$ cat config.mk
export PLATFORM = sky130hd
export DESIGN_NAME = l2_mem_adapter
export DESIGN_NICKNAME = d
export VERILOG_FILES = /design/src/rtl/bus_ctrl_pkg.sv /design/src/rtl/l2_watchdog.sv /design/src/rtl/l2_mem_adapter.sv
export SDC_FILE = /design/constraint.sdc
export NUM_CORES = 1
export LEC_CHECK = 0
export BUFFER_PORTS_ARGS = -buffer_cell sky130_fd_sc_hd__buf_2
export CAP_MARGIN = 20
export CORE_MARGIN = 2
export CORE_UTILIZATION = 51
export DETAILED_ROUTE_END_ITERATION = 8
export PLACE_DENSITY = 0.77
export SLEW_MARGIN = 20
export SYNTH_ARGS = -nofsm -noshare
export SYNTH_HDL_FRONTEND = slang
export SYNTH_HIERARCHICAL = 1
export SYNTH_SLANG_ARGS = --single-unit
$ cat constraint.sdc
create_clock -name clk -period 3.4 [get_ports clk]
set_input_delay 0.34 -clock clk [delete_from_list [all_inputs] [get_ports clk]]
set_output_delay 0.34 -clock clk [all_outputs]
set_load 0.01 [all_outputs]
$ cat src/rtl/bus_ctrl_pkg.sv
// rtl/bus_ctrl_pkg.sv - types shared by the coherence bus controller and its L2 memory adapter
package bus_ctrl_pkg;

  localparam int BLOCK_SIZE = 2;
  localparam int DATA_WIDTH = 32 * BLOCK_SIZE;

  typedef logic [31:0] bus_word_t;

  typedef enum logic [1:0] {
    L2_FREE   = 2'b00,
    L2_BUSY   = 2'b01,
    L2_ACCESS = 2'b10,
    L2_ERROR  = 2'b11
  } l2_state_t;

endpackage

$ cat src/rtl/l2_watchdog.sv
// rtl/l2_watchdog.sv - consecutive-busy counter; flags the TIMEOUT-th busy cycle of one word
module l2_watchdog #(
  parameter int TIMEOUT = 255
) (
  input  logic clk,
  input  logic nRST,
  input  logic clear,
  input  logic busy,
  output logic expired
);

  localparam int CW = $clog2(TIMEOUT + 1);
  localparam logic [CW-1:0] LIMIT = CW'(TIMEOUT);
  localparam logic [CW-1:0] LAST  = CW'(TIMEOUT - 1);

  logic [CW-1:0] count_q, count_d;

  // Saturates at TIMEOUT so a caller that ignores expired never sees a wrap.
  always_comb begin
    count_d = count_q;
    if (clear) begin
      count_d = '0;
    end else if (busy && (count_q != LIMIT)) begin
      count_d = count_q + 1'b1;
    end
  end

  always_ff @(posedge clk or negedge nRST) begin
    if (!nRST) begin
      count_q <= '0;
    end else begin
      count_q <= count_d;
    end
  end

  assign expired = busy && !clear && (count_q == LAST);

endmodule

$ cat src/rtl/l2_mem_adapter.sv
// rtl/l2_mem_adapter.sv - splits L2 block reads/writes into sequential 32-bit word accesses
module l2_mem_adapter #(
  parameter int  BLOCK_SIZE = bus_ctrl_pkg::BLOCK_SIZE,
  parameter int  TIMEOUT    = 255,
  localparam int DW         = 32 * BLOCK_SIZE
) (
  input  logic                    clk,
  input  logic                    nRST,
  input  logic                    l2REN,
  input  logic                    l2WEN,
  input  logic [31:0]             l2addr,
  input  logic [DW-1:0]           l2store,
  output logic [DW-1:0]           l2load,
  output bus_ctrl_pkg::l2_state_t l2state,
  output logic                    mem_ren,
  output logic                    mem_wen,
  output logic [31:0]             mem_addr,
  output logic [31:0]             mem_wdata,
  output logic [3:0]              mem_byte_en,
  input  logic [31:0]             mem_rdata,
  input  logic                    mem_busy,
  input  logic                    mem_error
);
  import bus_ctrl_pkg::*;

  localparam int               IDX_W    = (BLOCK_SIZE > 1) ? $clog2(BLOCK_SIZE) : 1;
  localparam logic [31:0]      BLK_MASK = ~32'(BLOCK_SIZE * 4 - 1);
  localparam logic [IDX_W-1:0] LAST_IDX = IDX_W'(BLOCK_SIZE - 1);

  l2_state_t        state_q, state_d;
  logic             holdoff_q;
  logic             op_write_q, op_write_d;
  logic [31:0]      base_q, base_d;
  logic [IDX_W-1:0] idx_q, idx_d;
  bus_word_t        wbuf_q [BLOCK_SIZE];
  bus_word_t        wbuf_d [BLOCK_SIZE];
  bus_word_t        stage_q [BLOCK_SIZE];
  bus_word_t        stage_d [BLOCK_SIZE];
  logic [DW-1:0]    load_q, load_d;
  logic             mem_ren_q, mem_ren_d, mem_wen_q, mem_wen_d;
  logic [31:0]      mem_addr_q, mem_addr_d, mem_wdata_q, mem_wdata_d;

  logic             sample, start, word_done, last_word;
  logic             wd_clear, wd_busy, wd_expired;
  logic [IDX_W-1:0] nxt_idx;
  logic [31:0]      word_off;

  // The request still held through ACCESS/ERROR must not be taken as a new one.
  assign sample    = (state_q == L2_FREE) && !holdoff_q;
  assign start     = sample && (l2REN ^ l2WEN);
  assign word_done = (state_q == L2_BUSY) && !mem_busy;
  assign last_word = (idx_q == LAST_IDX);
  assign nxt_idx   = idx_q + 1'b1;
  assign word_off  = {{(30 - IDX_W){1'b0}}, nxt_idx, 2'b00};
  assign wd_clear  = (state_q != L2_BUSY) || word_done;
  assign wd_busy   = (state_q == L2_BUSY) && mem_busy;

  l2_watchdog #(.TIMEOUT(TIMEOUT)) u_watchdog (
    .clk     (clk),
    .nRST    (nRST),
    .clear   (wd_clear),
    .busy    (wd_busy),
    .expired (wd_expired)
  );

  always_ff @(posedge clk or negedge nRST) begin
    if (!nRST) begin
      state_q <= L2_FREE;
    end else begin
      state_q <= state_d;
    end
  end

  always_comb begin
    state_d = state_q;
    case (state_q)
      L2_FREE: begin
        if (sample && l2REN && l2WEN) begin
          state_d = L2_ERROR;
        end else if (start) begin
          state_d = L2_BUSY;
        end
      end
      L2_BUSY: begin
        if (word_done) begin
          if (mem_error)      state_d = L2_ERROR;
          else if (last_word) state_d = L2_ACCESS;
        end else if (wd_expired) begin
          state_d = L2_ERROR;
        end
      end
      default: state_d = L2_FREE;
    endcase
  end

  always_comb begin
    op_write_d  = op_write_q;
    base_d      = base_q;
    idx_d       = idx_q;
    wbuf_d      = wbuf_q;
    stage_d     = stage_q;
    load_d      = load_q;
    mem_ren_d   = mem_ren_q;
    mem_wen_d   = mem_wen_q;
    mem_addr_d  = mem_addr_q;
    mem_wdata_d = mem_wdata_q;
    case (state_q)
      L2_FREE: begin
        if (start) begin
          op_write_d = l2WEN;
          base_d     = l2addr & BLK_MASK;
          idx_d      = '0;
          mem_ren_d  = l2REN;
          mem_wen_d  = l2WEN;
          mem_addr_d = l2addr & BLK_MASK;
          if (l2WEN) begin
            for (int i = 0; i < BLOCK_SIZE; i++) wbuf_d[i] = l2store[32*i +: 32];
            mem_wdata_d = l2store[31:0];
          end
        end
      end
      L2_BUSY: begin
        if (word_done && !mem_error) begin
          if (!op_write_q) stage_d[idx_q] = mem_rdata;
          if (last_word) begin
            mem_ren_d = 1'b0;
            mem_wen_d = 1'b0;
            // Final word bypasses staging so the block is visible in the ACCESS cycle.
            if (!op_write_q) begin
              for (int i = 0; i < BLOCK_SIZE; i++)
                load_d[32*i +: 32] = (IDX_W'(i) == idx_q) ? mem_rdata : stage_q[i];
            end
          end else begin
            idx_d       = nxt_idx;
            mem_addr_d  = base_q | word_off;
            mem_wdata_d = wbuf_q[nxt_idx];
          end
        end else if (word_done || wd_expired) begin
          mem_ren_d = 1'b0;
          mem_wen_d = 1'b0;
        end
      end
      default: begin
        mem_ren_d = 1'b0;
        mem_wen_d = 1'b0;
      end
    endcase
  end

  always_ff @(posedge clk or negedge nRST) begin
    if (!nRST) begin
      holdoff_q   <= 1'b0;
      op_write_q  <= 1'b0;
      base_q      <= '0;
      idx_q       <= '0;
      load_q      <= '0;
      mem_ren_q   <= 1'b0;
      mem_wen_q   <= 1'b0;
      mem_addr_q  <= '0;
      mem_wdata_q <= '0;
      for (int i = 0; i < BLOCK_SIZE; i++) begin
        wbuf_q[i]  <= '0;
        stage_q[i] <= '0;
      end
    end else begin
      holdoff_q   <= (state_q == L2_ACCESS) || (state_q == L2_ERROR);
      op_write_q  <= op_write_d;
      base_q      <= base_d;
      idx_q       <= idx_d;
      load_q      <= load_d;
      mem_ren_q   <= mem_ren_d;
      mem_wen_q   <= mem_wen_d;
      mem_addr_q  <= mem_addr_d;
      mem_wdata_q <= mem_wdata_d;
      wbuf_q      <= wbuf_d;
      stage_q     <= stage_d;
    end
  end

  assign l2state     = state_q;
  assign l2load      = load_q;
  assign mem_ren     = mem_ren_q;
  assign mem_wen     = mem_wen_q;
  assign mem_addr    = mem_addr_q;
  assign mem_wdata   = mem_wdata_q;
  assign mem_byte_en = 4'hF;

endmodule

Yosys cells after proc, flatten, opt, wreduce, memory -nomap -nowiden:

Index checks and enable logic that the tools add are counted.

* register bits after elaboration: 300
* logic and storage cells: 105

* add/sub/neg operators: 2
* $lt $le $gt $ge: 3
* eq/ne operators: 15
* muxes and demuxes: 35
* bitwise gates (word level): 5
* reductions and logical operators: 30

Operators by type and width (count)
* two-way mux 32 bit: 11
* case mux 32 bit (2 select lines): 2
* bitwise mux 64 bit: 1
* demux 32 bit (select 1 bit): 1
* bitwise OR 32 x 3 -> 32 bit: 1
* two-way mux 8 bit: 2
* AND reduction 3 bit: 5
* two-way mux 2 bit: 6
* logical AND 1 bit: 11
* adder 8 x 1 -> 8 bit, second input constant: 1
* equality test 8 bit, second input constant: 1
* two-way mux 1 bit: 8
* != test 8 bit, second input constant: 1
* AND reduction 4 bit: 2
* != test 2 bit, second input constant: 3
* != test 3 bit, second input constant: 2
* case mux 1 bit (2 select lines): 3
* AND reduction 5 bit: 1
* equality test 2 bit, second input constant: 2
* >= comparator 2 bit, second input constant: 2
* logical NOT 1 bit: 4
* != test 2 x 1 -> 1 bit, second input constant: 2
* != test 4 bit, second input constant: 1
* NOT 1 -> 2 bit: 2
* other kinds (12): 15

Logic depth before layout (Yosys ltp):

* depth in word-level cells: 10
* depth in mapped cells: 10
* depth with buffers taken out: 8

By module:

Netlist, hierarchy kept.

By module, submodules not included
* l2_mem_adapter: times used 1, cells each 875, area each 10812.9 um^2
* l2_watchdog: times used 1, cells each 53, area each 488.0 um^2

Least setup slack after synthesis:

Ideal clock, no wire load.

* kind: register to register
* start: register state_q[0], in the netlist l2state[0]
* end: register mem_ren_q, in the netlist mem_ren
* library setup time: 0.121 ns
* data arrival time: 2.310 ns
* data required time: 3.279 ns
* path slack: 0.969 ns
* cell stages (with the launch flop): 11
* cell sequence: dfrtp_1 -> nor2b_1 -> clkbuf_1 -> and2_1 -> inv_1 -> clkbuf_1 -> nor3_1 -> nor2b_1 -> o21ai_0 -> o21ai_0 -> a22o_1

* elaborated cells on any way between the ends: 19
* those cells by class: eq/ne: 5; mux: 2; reduce/logical: 12

RTL lines
* from (decl): line l2_mem_adapter.sv:30 `l2_state_t state_q, state_d;`
* from (signal assigned): line l2_mem_adapter.sv:70 `state_q <= state_d;`
* equality test 2 x 1 -> 1 bit: line l2_mem_adapter.sv:56 `assign wd_busy = (state_q == L2_BUSY) && mem_busy;`
* logical AND 1 bit: line l2_mem_adapter.sv:56
* named net wd_busy: line l2_mem_adapter.sv:44 `logic wd_clear, wd_busy, wd_expired;`
* logical AND 1 bit (2 in series): line l2_watchdog.sv:36 `assign expired = busy && !clear && (count_q == LAST);`
* named net wd_expired: line l2_mem_adapter.sv:44
* logical OR 1 bit: line l2_mem_adapter.sv:138 `end else if (word_done || wd_expired) begin`
* != test 3 x 1 -> 1 bit (no line)
* AND reduction 3 bit (no line)
* to (signal assigned): line l2_mem_adapter.sv:171 `mem_ren_q <= mem_ren_d;`
* to (decl): line l2_mem_adapter.sv:40 `logic mem_ren_q, mem_ren_d, mem_wen_q, mem_wen_d;`

The timed path passes the listed nets, and every way through them passes these cells.
A chain may end at the register's enable or synchronous reset.

Final worst setup path:

* start: register state_q[1], in the netlist l2state[1]
* end: register mem_addr_q[10], in the netlist mem_addr[10]

* cells in the longest elaborated chain, start to end: 5
* elaborated cells on any way between the ends: 12
* those cells by class: eq/ne: 4; mux: 1; reduce/logical: 7

Ends and longest elaborated chain
* equality test 2 x 1 -> 1 bit / logical NOT 2 bit (equally long branches): line l2_mem_adapter.sv:51, l2_mem_adapter.sv:107, l2_mem_adapter.sv:49
* logical AND 1 bit, on equally long branches: line l2_mem_adapter.sv:51, l2_mem_adapter.sv:49
* logical AND 1 bit, on equally long branches: line l2_mem_adapter.sv:123, l2_mem_adapter.sv:50
* != test 2 x 1 -> 1 bit (no line) / != test 2 bit (equally long branches)
* AND reduction 4 bit (no line)
* to (signal assigned): line l2_mem_adapter.sv:173 `mem_addr_q <= mem_addr_d;`
* to (decl): line l2_mem_adapter.sv:41 `logic [31:0] mem_addr_q, mem_addr_d, mem_wdata_q, mem_wdata_d;`

Several ways; a longest one is shown, not always the timed one.

==> impl_metrics.yaml <==
run_status:
  status: "complete, no violations"
worst_setup_path:
  crit_path_end_kind: "register"
  path_class: "reg -> reg"
  r2r_slack_ns: 0.76
  cp_max_fo: 30
  cp_top_family: "simple AND/OR/NAND/NOR gates"
  worstPathCellList: "or2_1, or3_1, a21boi_4, buf_4, mux2_2"
  start_kind: "register"
  r2r_cells: 5
  r2r-start: "l2state[1]$_DFFE_PN0P_"
  reg2reg_to: "mem_addr[10]$_DFFE_PN0P_"
  crit_buf_inv: 1
  slowest_delay_ns: 0.66
  worst_ep_arrival_time_ns: 3.04
  cpMaxStageDelayCell: "or3_1"
  crit_required_ns: 3.80
place:
  placed_cells: 1432
  gp_congestion: 0.8205
  io_buffers: 260
  dpl-instance-area_um2: 12860
  dp_slack_ns: 0.7548
  dpl.hpwl_um: 16680
global_route:
  antenna_found_initial: 2
  grt_pass1_vias: 7932
  grt_usage: 0.2126
  overflow: 0
  grt_pass1_wl_um: 40970
  grt_max_degree: 94
die:
  pin_count: 270
  initial_core_util: 0.5194
  die-area_um2: 23360
  rows: 54
  core_um2: 21760
  die_w_um: 152.9
  die_y_um: 152.9
min_path:
  min_path_type: "in -> reg"
  hp-start: "l2addr[17]"
  whs_path_depth: 3
  whs_endpoint: "base_q[17]$_DFFE_PN0P_"
synth:
  ys_ff_latch: 266
  synthAdderAreaFrac: 0.002214
  yosysSeqAreaShare: 0.5890
  synth-simple-area-share: 0.09167
  syn_avg_cell_area_um2: 12.18
  synth_top_family_by_area: "multiplexers"
  yosys.cell_types.count: 44
  syn_inst: 928
  synth_mux_area_frac: 0.2470
  netlist_area_um2: 11300
  ys_warn_count: 6
  synth_xor_area_frac: 0.0007750
  synth_compound_area_frac: 0.02956
timing:
  tns_ns: 0
  setup_viol: 0
  finClkSkew_ns: 0.007760
  fin_ws_ns: 0.7630
  tightest_slew_ns: 1.001
  maxClockFrequency_ghz: 0.3792
  max_slew_margin: 0.3324
  period_share: 0.7756
  drv_slew: 0
  post-route-min-period_ns: 2.637
  rsz0062_at_grt: "no"
  hold_viol: 0
final_layout:
  final_cell_count_no_fill: 1488
  area_growth_pct: 22.65
  final_core_util: 0.6371
  drive_gt1_frac: 0.4324
  n_fill_cell: 1639
  finalInstanceArea_um2: 13860
  nets: 1320
routing:
  viasPerCell: 5.173
  firstDrtPassIters: 4
  route.detailed.drc: 0
  num_vias: 7697
  drtIter0Drc: 370
  ant_nets: 0
  wl_um: 24850
  wl_per_cell_um: 16.70
power_and_ir_drop:
  internal_power_mw: 8.849
  clock_power_share: 0.239
  power_leakage_nw: 7.024
  p_comb_frac: 0.352
  p_switching_mw: 4.381
  power_frac_seq: 0.409
  powerDensity_nw_per_um2: 954.4
  switching_share: 0.3311
  peakVddDrop_mv: 0.5400
job:
  maxCapViolCount: 0
clock_tree:
  cts.clk_slew.worst_paths_ns: 0.06
  numCtsBuffers: 28
  cts_tree: "yes"
  root_buffer: "clkbuf_16"
  clkSinkCount: 266
  ctsLongestPathBuffers: 3
  cts_max_level: 1
  cts_resized: 0
  insertion_delay_ns: 0.52
-- how the worst max path moves through the flow --
stage	from	endpoint	slack, ns	depth (start not counted)
6_report	l2state[1]$_DFFE_PN0P_	mem_addr[10]$_DFFE_PN0P_	0.76	5
5_1_grt	l2state[1]$_DFFE_PN0P_	mem_addr[10]$_DFFE_PN0P_	0.63	5
4_1_cts	l2state[1]$_DFFE_PN0P_	mem_addr[10]$_DFFE_PN0P_	0.75	5
3_5_place_dp	l2state[1]$_DFFE_PN0P_	mem_wdata[6]$_DFFE_PN0P_	0.75	5
3_3_place_gp	l2state[1]$_DFFE_PN0P_	mem_addr[31]$_DFFE_PN0P_	0.83	5
2_1_floorplan	l2state[0]$_DFFE_PN0P_	mem_ren$_DFFE_PN0P_	0.97	10
-- layout make-up --
cell class	count	area, um2	share of cell area
Clock buffer	38	799.5	0.05768
Inverter	41	153.9	0.01110
Sequential cell	266	6658	0.4803
Clock inverter	13	168.9	0.01219
Antenna cell	3	7.507	0.0005416
Timing Repair Buffer	277	1469	0.1060
Tap cell	280	350.3	0.02528
Multi-Input combinational cell	570	4254	0.3069
-- metal layers --
metal / share of wire / routed length, um / track usage / vias to the layer above
met5: 0 / 0 / 0 / -
met3: 0.062 / 1542 / 0.04792 / 56
met2: 0.49 / 12290 / 0.3654 / 227
met4: 0.032 / 789 / 0.07275 / 0
met1: 0.41 / 10230 / 0.2673 / 3777
li1: - / - / - / 3637
-- power by group through the flow --
stage,Clock [mW],Sequential (mW),Combinational [mW]
2_1_floorplan,0,5.64,2.86
3_3_place_gp,0,5.35,4.55
3_5_place_dp,0,5.45,4.71
4_1_cts,3.23,5.42,4.72
5_1_grt,3.35,5.61,5.15
6_report,3.16,5.41,4.66
-- state kept, by name, summed over array words and instances, names as in the netlist --
name	cells
mem_wen	1
base_q	29
stage_q	32
holdoff_q	1
idx_q	1
mem_wdata	32
u_watchdog/count_q	8
mem_ren	1
wbuf_q	64
mem_addr	30
l2load	64
op_write_q	1
l2state	2
-- timing repair --
item	in CTS	in global routing
setup buffers	0	0
endpoints found under the setup margin	0	0
endpoints found under the hold margin	88	0
hold buffers	2	0
-- worst reg2reg max path, delay by kind of cell, from the launching register on --
| family | cells | cell delay (ns) |
|---|---|---|
| simple gates | 2 | 1.01 |
| compound gates | 1 | 0.21 |
| flops | 1 | 0.48 |
| buf+inv | 1 | 0.39 |
| mux | 1 | 0.43 |
-- kinds of logic after synthesis --
family	count (synthesis)
flip-flops	266
multiplexers	255
other	2
adder cells (fa/ha/maj)	2
AND/OR/NAND/NOR	251
AO/OA/AOI/OAI	55
buffers and inverters	96
XOR/XNOR	1
-- layout by cell type, fill, tap and decap left out, types with 8 or more instances in the layout --
cell type,Yosys,layout
dfrtp_1,266,265
mux2_2,189,189
buf_4,6,13
buf_2,11,259
nand2_1,182,182
nor2_1,38,38
mux2i_1,64,64
a21oi_1,34,34
inv_1,41,41
clkinv_2,0,8
clkbuf_16,0,29
-- cell usage after synthesis (all sizes together) --
master	instances	area, um2
or3	3	18.77
a211oi	6	45.04
a21boi	1	18.77
inv	41	153.9
and4	2	18.77
nor3	5	25.02
nand2b	2	12.51
o211ai	1	7.510
and2	1	6.260
conb	2	7.510
ha	2	25.02
and3	2	13.77
mux2	191	2151
a21o	2	15.01
dfrtp	266	6656
o21bai	1	7.510
a22o	1	8.760
clkbuf	27	101.4
o21ai	4	20.02
nor4bb	1	10.01
nand3	5	30.03
nor4b	2	23.77
nand4	2	12.51
buf	28	186.4
xnor2	1	8.760
nand2	182	683.2
o22ai	1	6.260
nor2	38	142.6
a21oi	35	186.4
or2	1	6.260
mux2i	64	640.6
nand3b	1	7.510
a31oi	3	18.77
nor2b	3	18.77
nor4	1	6.260
-- through the flow --
stage	total power, mW	hold WS [ns]
after floorplan	8.509	0.04441
after global placement	9.901	0.4028
after detailed placement	10.16	0.4032
after CTS	13.37	0.002847
after global routing	14.11	0.01496
final	13.23	0.02209
(Power assumes the default switching activity.)
